===== config.mk =====
export PLATFORM = sky130hd
export DESIGN_NAME = cp0_irq
export DESIGN_NICKNAME = d
export VERILOG_FILES = /design/src/rtl/cp0_irq.sv
export SDC_FILE = /design/constraint.sdc
export NUM_CORES = 1
export LEC_CHECK = 0
export ABC_AREA = 1
export CORE_AREA = 4 4 145 147
export DETAILED_ROUTE_END_ITERATION = 10
export DIE_AREA = 0 0 149 151
export PLACE_DENSITY_LB_ADDON = 0.1
export SLEW_MARGIN = 5
export SYNTH_ARGS = -nofsm -noshare
export SYNTH_HDL_FRONTEND = slang
export SYNTH_SLANG_ARGS = --single-unit

===== constraint.sdc =====
create_clock -name clk -period 3.55 [get_ports clk]
set_clock_uncertainty 0.15 [all_clocks]
set_input_delay 0.71 -clock clk [delete_from_list [all_inputs] [get_ports clk]]
set_output_delay 0.71 -clock clk [all_outputs]
set_load 0.005 [all_outputs]

===== src/rtl/cp0_irq.sv =====
// Coprocessor-0 interrupt/exception block for the pipelined MIPS core: SR, Cause,
// EPC, PRId and an optional Count/Compare timer, sitting beside the M stage.
module cp0_irq #(
  parameter int          NUM_HWINT = 5,
  parameter logic [4:0]  EDGE_MASK = 5'b00000,
  parameter bit          TIMER_EN  = 1'b1,
  parameter logic [31:0] PRID      = 32'h1837_3584
) (
  input  logic                 clk,
  input  logic                 reset,
  input  logic [4:0]           rd_addr,
  input  logic [4:0]           wr_addr,
  input  logic [31:0]          wr_data,
  input  logic                 we,
  input  logic [31:0]          pc,
  input  logic                 bd_in,
  input  logic [4:0]           exc_code,
  input  logic [NUM_HWINT-1:0] hw_int,
  input  logic                 exl_clr,
  output logic                 int_req,
  output logic [31:0]          epc,
  output logic [31:0]          rd_data,
  output logic                 timer_irq
);

  logic [5:0]           im_q, im_d;
  logic                 exl_q, exl_d, ie_q, ie_d;
  logic [NUM_HWINT-1:0] ip_hw_q, ip_hw_d, hist_q, hist_d;
  logic                 ip_tmr_q, ip_tmr_d;
  logic                 dc_q, dc_d, bd_q, bd_d;
  logic [4:0]           exc_q, exc_d;
  logic [31:0]          epc_q, epc_d, count_q, count_d, compare_q, compare_d;

  logic [5:0]  ip;
  logic        int_pend;
  logic        wr_count, wr_cmp, wr_sr, wr_cause, wr_epc;
  logic [31:0] pc_adj;

  always_comb begin
    ip = {ip_tmr_q, 5'b00000};
    ip[NUM_HWINT-1:0] = ip_hw_q;
    int_pend = ie_q & ~exl_q & |(ip & im_q);
    int_req  = ~reset & ~exl_q & (int_pend | (exc_code != 5'd0));
  end

  assign epc       = epc_q;
  assign timer_irq = ip_tmr_q;

  always_comb begin
    wr_count = we && (wr_addr == 5'd9);
    wr_cmp   = we && (wr_addr == 5'd11);
    wr_sr    = we && (wr_addr == 5'd12);
    wr_cause = we && (wr_addr == 5'd13);
    wr_epc   = we && (wr_addr == 5'd14);
    pc_adj   = bd_in ? pc - 32'd4 : pc;

    im_d      = im_q;
    exl_d     = exl_q;
    ie_d      = ie_q;
    dc_d      = dc_q;
    bd_d      = bd_q;
    exc_d     = exc_q;
    epc_d     = epc_q;
    hist_d    = hw_int;
    ip_hw_d   = ip_hw_q;
    ip_tmr_d  = 1'b0;
    count_d   = count_q;
    compare_d = compare_q;

    // mtc0 is lowest priority; eret and then exception entry override it below
    if (wr_sr) begin
      im_d  = wr_data[15:10];
      exl_d = wr_data[1];
      ie_d  = wr_data[0];
    end
    if (wr_epc)   epc_d = wr_data & ~32'h3;
    if (wr_cause) dc_d  = wr_data[27];

    // A new edge beats a same-cycle software clear so no edge is dropped
    for (int i = 0; i < NUM_HWINT; i++) begin
      if (EDGE_MASK[i])
        ip_hw_d[i] = (ip_hw_q[i] & ~(wr_cause & ~wr_data[10+i])) | (hw_int[i] & ~hist_q[i]);
      else
        ip_hw_d[i] = hw_int[i];
    end

    if (TIMER_EN) begin
      count_d   = wr_count ? wr_data : (dc_q ? count_q : count_q + 32'd1);
      compare_d = wr_cmp ? wr_data : compare_q;
      ip_tmr_d  = ~wr_cmp & (ip_tmr_q | (count_q == compare_q));
    end

    if (exl_clr) exl_d = 1'b0;

    if (int_req) begin
      exl_d = 1'b1;
      exc_d = int_pend ? 5'd0 : exc_code;
      bd_d  = bd_in;
      epc_d = pc_adj & ~32'h3;
    end
  end

  always_comb begin
    rd_data = 32'd0;
    case (rd_addr)
      5'd9:  rd_data = TIMER_EN ? count_q : 32'd0;
      5'd11: rd_data = TIMER_EN ? compare_q : 32'd0;
      5'd12: rd_data = {16'd0, im_q, 8'd0, exl_q, ie_q};
      5'd13: rd_data = {bd_q, 3'd0, dc_q, 11'd0, ip, 3'd0, exc_q, 2'd0};
      5'd14: rd_data = epc_q;
      5'd15: rd_data = PRID;
      default: rd_data = 32'd0;
    endcase
  end

  always_ff @(posedge clk or posedge reset) begin
    if (reset) begin
      im_q      <= '0;
      exl_q     <= 1'b0;
      ie_q      <= 1'b0;
      ip_hw_q   <= '0;
      hist_q    <= '0;
      ip_tmr_q  <= 1'b0;
      dc_q      <= 1'b0;
      bd_q      <= 1'b0;
      exc_q     <= '0;
      epc_q     <= '0;
      count_q   <= '0;
      compare_q <= 32'hFFFF_FFFF;
    end else begin
      im_q      <= im_d;
      exl_q     <= exl_d;
      ie_q      <= ie_d;
      ip_hw_q   <= ip_hw_d;
      hist_q    <= hist_d;
      ip_tmr_q  <= ip_tmr_d;
      dc_q      <= dc_d;
      bd_q      <= bd_d;
      exc_q     <= exc_d;
      epc_q     <= epc_d;
      count_q   <= count_d;
      compare_q <= compare_d;
    end
  end

endmodule


==> flow_summary.rst, run 1 <==
.. list-table::
   :header-rows: 1

   * - Metric
     - Value
   * - Total I/O pin count
     - 155
   * - Wire length of the first global-routing pass
     - 44210 um
   * - GRT Resource Usage Total
     - 25.73%
   * - Post-CTS Repair Setup Buffers
     - 0
   * - Period Utilization, post-route
     - 97.73%
   * - Global route overflow
     - 0
   * - Part of the Yosys area used for sequential elements
     - 36.59%
   * - DRT iter0 DRCs
     - 719
   * - Minimum period implied by the final worst setup slack
     - 3.469 ns
   * - Fraction of final layout cells sized beyond drive strength 1
     - 9.354%
   * - Number of flops mapped to enable cells by yosys
     - 0
   * - Hold bufs inserted after CTS
     - 0
   * - Placed Instances
     - 1585
   * - Total power consumption of the routed design
     - 5.852 mW
   * - Worst setup endpoint
     - rd_data[12]
   * - Core footprint
     - 19910 um^2
   * - H-tree depth
     - 4
   * - Full die area
     - 22500 um^2
   * - Final-layout worst hold slack
     - 0.3413 ns
   * - Gate Count Post-Synth
     - 1188
   * - HPWL after detailed placement
     - 22640 um
   * - DRT antenna net count
     - 0
   * - Via count of the first global-routing pass
     - 7760
   * - Hold/Removal Path Class
     - register to register
   * - Max Buffers Root-to-Sink
     - 2
   * - Highest ir drop seen on vdd
     - 0.2969 mV
   * - Kind of capture point of the worst setup path
     - output pin
   * - Post-cts resize count
     - 2
   * - Number of clock buffers inserted by TritonCTS
     - 17
   * - Final instance area
     - 10430 um^2
   * - Post-route non-filler standard cell count
     - 1617
   * - DRT met1 WL
     - 13690 um
   * - LEAKAGE
     - 4.742 nW
   * - Uppermost layer routed
     - met4
   * - Fin util
     - 52.38%
   * - Number of synthesized register bits
     - 115
   * - Dpl cell area
     - 9789 um^2
   * - Most instantiated library cell after synthesis
     - nand2_1
   * - WP data arrival
     - 2.61 ns
   * - Leading post-synthesis cells by cell area
     - dfrtp_1 (26%), nand2_1 (20%), dfstp_2 (11%)
   * - Result of the run
     - finished, final reports clean
   * - Setup repair after global routing missed its margin
     - false
   * - Input/output buffers
     - 150
   * - Endpoint required time on the critical path
     - 2.69 ns
   * - Detail Route met2 WL
     - 12650 um
   * - Worst-Skew Late Latency
     - 0.43 ns
   * - Clock slew at reported path FFs
     - 0.05 ns
   * - Final-stage net count
     - 1425
   * - Worst slack at placement
     - -0.01636 ns
   * - Max-slew violation count
     - 0
   * - Critical path start-end classification
     - primary input to output pin
   * - Post-synthesis average cell area
     - 6.713 um^2
   * - Power per standard cell area
     - 561.1 nW/um^2
   * - Antenna cells
     - 0
   * - Count of max-cap constraint violations
     - 0
   * - Yosys Warn Count
     - 0
   * - Number of vias in the routed layout
     - 8243
   * - Synth top cells by count
     - nand2_1 (431), inv_1 (145), nor2_1 (94)
   * - Start point of the critical path
     - rd_addr[1]
   * - Die span in x
     - 149 um
   * - Max Clock Freq
     - 288.2 MHz
   * - Remaining DRCs
     - 0
   * - Wirelength, routed
     - 28590 um
   * - Average wire length per cell after detail routing
     - 17.68 um
   * - Headroom to the max-slew limit
     - 55.91%
   * - Vert. Die Dim
     - 151 um
   * - Element type at the critical path start
     - primary input
   * - Total clock sinks
     - 115
   * - Master cell of the clock root buffer
     - clkbuf_16
   * - Setup violations, final
     - 0
   * - Met3 WL post-DR
     - 1669 um
   * - Destination of the worst register-to-register timing path
     - epc[18]
   * - Synth async-reset ratio
     - 100.0%
   * - GP Congestion
     - 0.9417
   * - Critical Path Fanout Max
     - 8
   * - Depth of the worst hold-timing path
     - 2
   * - Depth of the most critical reg-to-reg path
     - 11
   * - Worst R2R Setup Slack
     - 1.12 ns
   * - Std cell rows
     - 52
   * - Effective utilization at floorplan
     - 40.06%
   * - Primary FF master, synth
     - dfrtp_1
   * - Post-synthesis instance area
     - 7975 um^2
   * - Final Hold Violating Endpoints
     - 0
   * - Worst Setup Slack, final
     - 0.08066 ns
   * - Number of antenna violations at the first check in global routing
     - 0
   * - Largest net degree at the start of global routing
     - 65
   * - Top cell type's share of synthesized area
     - 26.04%
   * - Number of optimization iterations in the first detailed-route pass
     - 5
   * - Reg2Reg Launch Point
     - timer_irq
   * - Synth-to-Final Area Change
     - 30.77%
   * - Detailed-route vias per instance
     - 5.098
   * - CTS tree
     - yes
   * - Slew at the pin closest to its max-slew limit
     - 0.6591 ns
   * - Setup TNS
     - 0 ns
   * - Library cell with the largest summed area after synthesis
     - dfrtp_1
   * - Netlist cell types
     - 40
critical path, cell delays in order:
cell and delay, ns:
clkdlybuf4s50_1 0.49, inv_1 0.05, nor2_2 0.14, nand3_1 0.12, inv_1 0.27, a21oi_1 0.08, o211ai_1 0.18, clkdlybuf4s50_1 0.57
sequential cells by signal, indices dropped and copies added (netlist names):
register,flops
dc_q,1
count_q,32
bd_q,1
ip_hw_q,5
exl_q,1
compare_q,32
epc,30
timer_irq,1
exc_q,5
im_q,6
ie_q,1
cells in the final DEF (no fill, tap or decap), drive strengths merged, types with 8 or more instances in the layout:
master and n:
o21ai 87, nand2 440, xnor2 26, nand4 20, a21oi 21, inv 152, nor3 8, o221ai 8
xor2 27, o211ai 17, o2111ai 8, nor2 109, dfstp 32, dfrtp 83, buf 20, nand3 57
clkdlybuf4s50 146, o22ai 18, a22oi 10, clkbuf 19
cells by family (layout without fill, tap and decap cells):
family | count (synthesis) | in the layout | synth area share (%)
flip-flops | 115 | 115 | 36.59
XOR/XNOR | 53 | 53 | 5.821
adder cells (fa/ha/maj) | 2 | 2 | 0.3137
other | 1 | 2 | 0.04702
AO/OA/AOI/OAI | 180 | 180 | 13.63
AND/OR/NAND/NOR | 641 | 641 | 33.62
buffers and inverters | 196 | 354 | 9.978
worst min path at each step:
stage	start	end	slack, ns
floorplan	ie_q	ie_q	0.30
global placement	ie_q	ie_q	0.32
detailed placement	compare_q[14]	compare_q[14]	0.33
CTS	compare_q[14]	compare_q[14]	0.34
global route	compare_q[16]	compare_q[16]	0.36
finish	compare_q[14]	compare_q[14]	0.34
report_power, final:
part / switching (mW) / internal, mW / total, mW
Sequential: 0.509 / 1.72 / 2.23
Clock: 0.649 / 1.19 / 1.84
Combinational: 0.980 / 0.799 / 1.78
Total: 2.14 / 3.71 / 5.85
metal layers:
layer	global-route usage, %	vias up
li1	-	4082
met1	38.06	3839
met2	39.15	291
met3	3.980	31
met4	7.140	0
met5	0	-
layout make-up:
class,instances,area [um^2]
Tap cell,270,337.8
Inverter,152,574.3
Fill cell,2014,9480
Clock inverter,13,182.7
Timing Repair Buffer,170,1695
Sequential cell,115,2918
Multi-Input combinational cell,878,4278
Clock buffer,19,442.9
Power figures use the tool's default switching activity.
==> run 2, diff against run 1 <==
CTS_CLUSTER_DIAMETER = 40   (was unset)
==> results of run 2 <==
Final layout, timing and power as in run 1 (identical DEF).
==> run 3, diff against run 2 <==
--- a/config.mk
+++ b/config.mk
@@ -7,7 +7,6 @@
 export LEC_CHECK = 0
-export ABC_AREA = 1
-export CORE_AREA = 4 4 145 147
+export CORE_AREA = 4 4 128 130
 export CTS_CLUSTER_DIAMETER = 40
 export DETAILED_ROUTE_END_ITERATION = 10
-export DIE_AREA = 0 0 149 151
+export DIE_AREA = 0 0 132 134
 export PLACE_DENSITY_LB_ADDON = 0.1
--- a/constraint.sdc
+++ b/constraint.sdc
@@ -4,2 +4,2 @@
 set_output_delay 0.71 -clock clk [all_outputs]
-set_load 0.005 [all_outputs]
+set_load 0.02 [all_outputs]
==> run 3 against run 2 <==
Effect of this change:
- die area is 21% lower
- largest power group unchanged
- clock power is 16% lower
- sequential power is 2% lower
- cell count is 34% lower
- maximum frequency is 1.0% higher
- combinational power is 13% lower
==> flow_summary.rst, run 3 <==
.. list-table::
   :header-rows: 1

   * - Metric
     - Value
   * - Kind of capture point of the worst setup path
     - output pin
   * - Fraction of final layout cells sized beyond drive strength 1
     - 22.06%
   * - Max incr delay on CP
     - 0.47 ns
   * - Effective utilization at floorplan
     - 45.65%
   * - DRT iter0 DRCs
     - 570
   * - Global route overflow
     - 0
   * - Setup TNS
     - 0 ns
   * - Yosys Warn Count
     - 0
   * - Element type at the critical path start
     - primary input
   * - Depth of the worst hold-timing path
     - 2
   * - Total clock sinks
     - 115
   * - Top cell type's share of synthesized area
     - 30.04%
   * - Synth top cells by count
     - nand2_1 (95), dfrtp_1 (83), mux2_2 (61), xnor2_1 (61), nor2_1 (42)
   * - Worst R2R Setup Slack
     - 1.10 ns
   * - Number of optimization iterations in the first detailed-route pass
     - 5
   * - Master cell of the clock root buffer
     - clkbuf_16
   * - Start point of the critical path
     - rd_addr[1]
   * - Final Hold Violating Endpoints
     - 0
   * - Endpoint required time on the critical path
     - 2.69 ns
   * - Most instantiated library cell after synthesis
     - nand2_1
   * - GRT Resource Usage Total
     - 25.40%
   * - Critical path start-end classification
     - primary input to output pin
   * - Period Utilization, post-route
     - 96.72%
   * - GP Congestion
     - 0.9024
   * - Total power consumption of the routed design
     - 5.259 mW
   * - Number of antenna violations at the first check in global routing
     - 0
   * - Setup violations, final
     - 0
   * - Wirelength, routed
     - 22280 um
   * - Max-slew violation count
     - 0
   * - Hold bufs inserted after CTS
     - 0
   * - Critical Path Slowest Stage Cell
     - clkdlybuf4s50_1
   * - DRT antenna net count
     - 0
   * - Max Buffers Root-to-Sink
     - 2
   * - Depth of the most critical reg-to-reg path
     - 5
   * - Post-synthesis average cell area
     - 9.711 um^2
   * - Number of flops mapped to enable cells by yosys
     - 0
   * - Minimum period implied by the final worst setup slack
     - 3.433 ns
   * - Antenna cells
     - 0
   * - Leading post-synthesis cells by cell area
     - dfrtp_1 (30%), dfstp_2 (12%), mux2_2 (9.9%)
   * - Highest ir drop seen on vdd
     - 0.3130 mV
   * - Largest net degree at the start of global routing
     - 73
   * - Synth-to-Final Area Change
     - 35.56%
   * - Total I/O pin count
     - 155
   * - Worst-case hold path end point
     - exc_q[2]
   * - Remaining DRCs
     - 0
   * - Headroom to the max-slew limit
     - 55.15%
   * - Std cell rows
     - 45
   * - Vert. Die Dim
     - 134 um
   * - Critical Path Fanout Max
     - 12
   * - Synth async-reset ratio
     - 100.0%
   * - Hold/Removal Path Class
     - register to register
   * - Reg2Reg Launch Point
     - timer_irq
   * - CTS tree
     - yes
   * - Die span in x
     - 132 um
   * - Worst-Skew Late Latency
     - 0.41 ns
   * - Full die area
     - 17690 um^2
   * - Via count of the first global-routing pass
     - 6166
   * - HPWL after detailed placement
     - 17350 um
   * - WP data arrival
     - 2.57 ns
   * - Gate Count Post-Synth
     - 712
   * - Slew at the pin closest to its max-slew limit
     - 0.6727 ns
   * - Number of synthesized register bits
     - 115
   * - Detailed-route vias per instance
     - 5.775
   * - Core footprint
     - 15150 um^2
   * - Library cell with the largest summed area after synthesis
     - dfrtp_1
   * - Input/output buffers
     - 150
   * - Worst Min Path Start
     - exc_q[2]
   * - Setup repair after global routing missed its margin
     - false
   * - Clock slew at reported path FFs
     - 0.05 ns
   * - Primary FF master, synth
     - dfrtp_1
   * - Most common cell after layout, fill and taps aside
     - clkdlybuf4s50_1
   * - Wire length of the first global-routing pass
     - 34840 um
   * - Post-synthesis instance area
     - 6914 um^2
   * - Cell breakdown of the critical path
     - clkdlybuf4s50_1 > buf_4 > nand2_1 > nor2_4 > buf_4 > a222oi_1 > nand2_1 > clkdlybuf4s15_2
   * - Number of clock buffers inserted by TritonCTS
     - 17
   * - Number of vias in the routed layout
     - 6191
   * - Result of the run
     - finished, final reports clean
   * - Max Clock Freq
     - 291.3 MHz
   * - Destination of the worst register-to-register timing path
     - bd_q
   * - Average wire length per cell after detail routing
     - 20.78 um
   * - H-tree depth
     - 4
   * - LEAKAGE
     - 3.579 nW
   * - Count of max-cap constraint violations
     - 0
   * - Netlist cell types
     - 51
   * - Power per standard cell area
     - 561.1 nW/um^2
   * - Final-stage net count
     - 962
   * - Most used cells in the layout excluding fill and tap cells
     - clkdlybuf4s50_1 (118), nand2_1 (95), dfrtp_1 (83)
   * - Part of the Yosys area used for sequential elements
     - 42.20%
   * - Filler cells
     - 1288
run 3: where the power goes:
part           leakage (nW)  internal (mW)  switching [mW]
Combinational          2.00          0.787           0.750
Sequential             1.31           1.71           0.466
Clock                 0.263          0.971           0.574
Total                  3.58           3.47            1.79
run 3: through the flow:
step	hold WS (ns)	utilization (%)	area [um^2]	setup slack (ns)	instances
2_1_floorplan	0.3309	-	6922	0.6270	713
4_1_cts	0.3901	61.83	9365	-0.02148	1071
3_5_place_dp	0.3780	58.31	8832	-0.3475	1039
6_report	0.3861	61.88	9373	0.1165	1072
3_3_place_gp	0.3665	58.31	8832	-0.3469	1039
5_1_grt	0.4101	61.88	9373	0.01594	1072
run 3: repair_timing:
action	in CTS	in global routing
pin swaps	0	1
setup endpoints to repair	32	32
buffers inserted	0	1
gates resized for setup	65	6
run 3: logic make-up (layout without fill, tap and decap cells):
family                   after synthesis  count (layout)  share of synthesized area, %
flip-flops                           115             115                         42.20
AO/OA/AOI/OAI                        119             119                         11.04
XOR/XNOR                              90              90                         11.40
other                                  1               2                       0.05424
buffers and inverters                 55             226                         3.275
multiplexers                          72              72                         11.60
adder cells (fa/ha/maj)                2               2                        0.3619
AND/OR/NAND/NOR                      258             258                         20.07
run 3: worst max-delay path, delay by kind of cell:
family / cells / cell delay [ns]
buffers and inverters: 4 / 1.10
AO/OA/AOI/OAI: 1 / 0.44
AND/OR/NAND/NOR: 3 / 0.33
run 3: area by class of cell:
type | instances | area, um^2 | area share (%)
inverter | 12 | 48.80 | 0.5206
timing repair buffer | 182 | 1824 | 19.46
clock buffer | 25 | 465.4 | 4.966
clock inverter | 7 | 60.06 | 0.6408
tap | 188 | 235.2 | 2.510
sequential | 115 | 2918 | 31.13
multi-input combinational | 543 | 3821 | 40.77
run 3: how the worst max path moves through the flow:
stage	slack [ns]	to	cells after the start
6_report	0.12	rd_data[14]	8
5_1_grt	0.02	rd_data[15]	7
4_1_cts	-0.02	rd_data[2]	7
3_5_place_dp	-0.35	rd_data[8]	7
3_3_place_gp	-0.35	rd_data[8]	7
2_1_floorplan	0.63	rd_data[28]	6
run 3: routing by layer:
metal | up-vias | routed length, um | track usage (%)
li1 | 2868 | - | -
met1 | 3017 | 10200 | 36.51
met2 | 281 | 10080 | 39.48
met3 | 25 | 1627 | 4.426
met4 | 0 | 376 | 7.526
met5 | - | 0 | 0
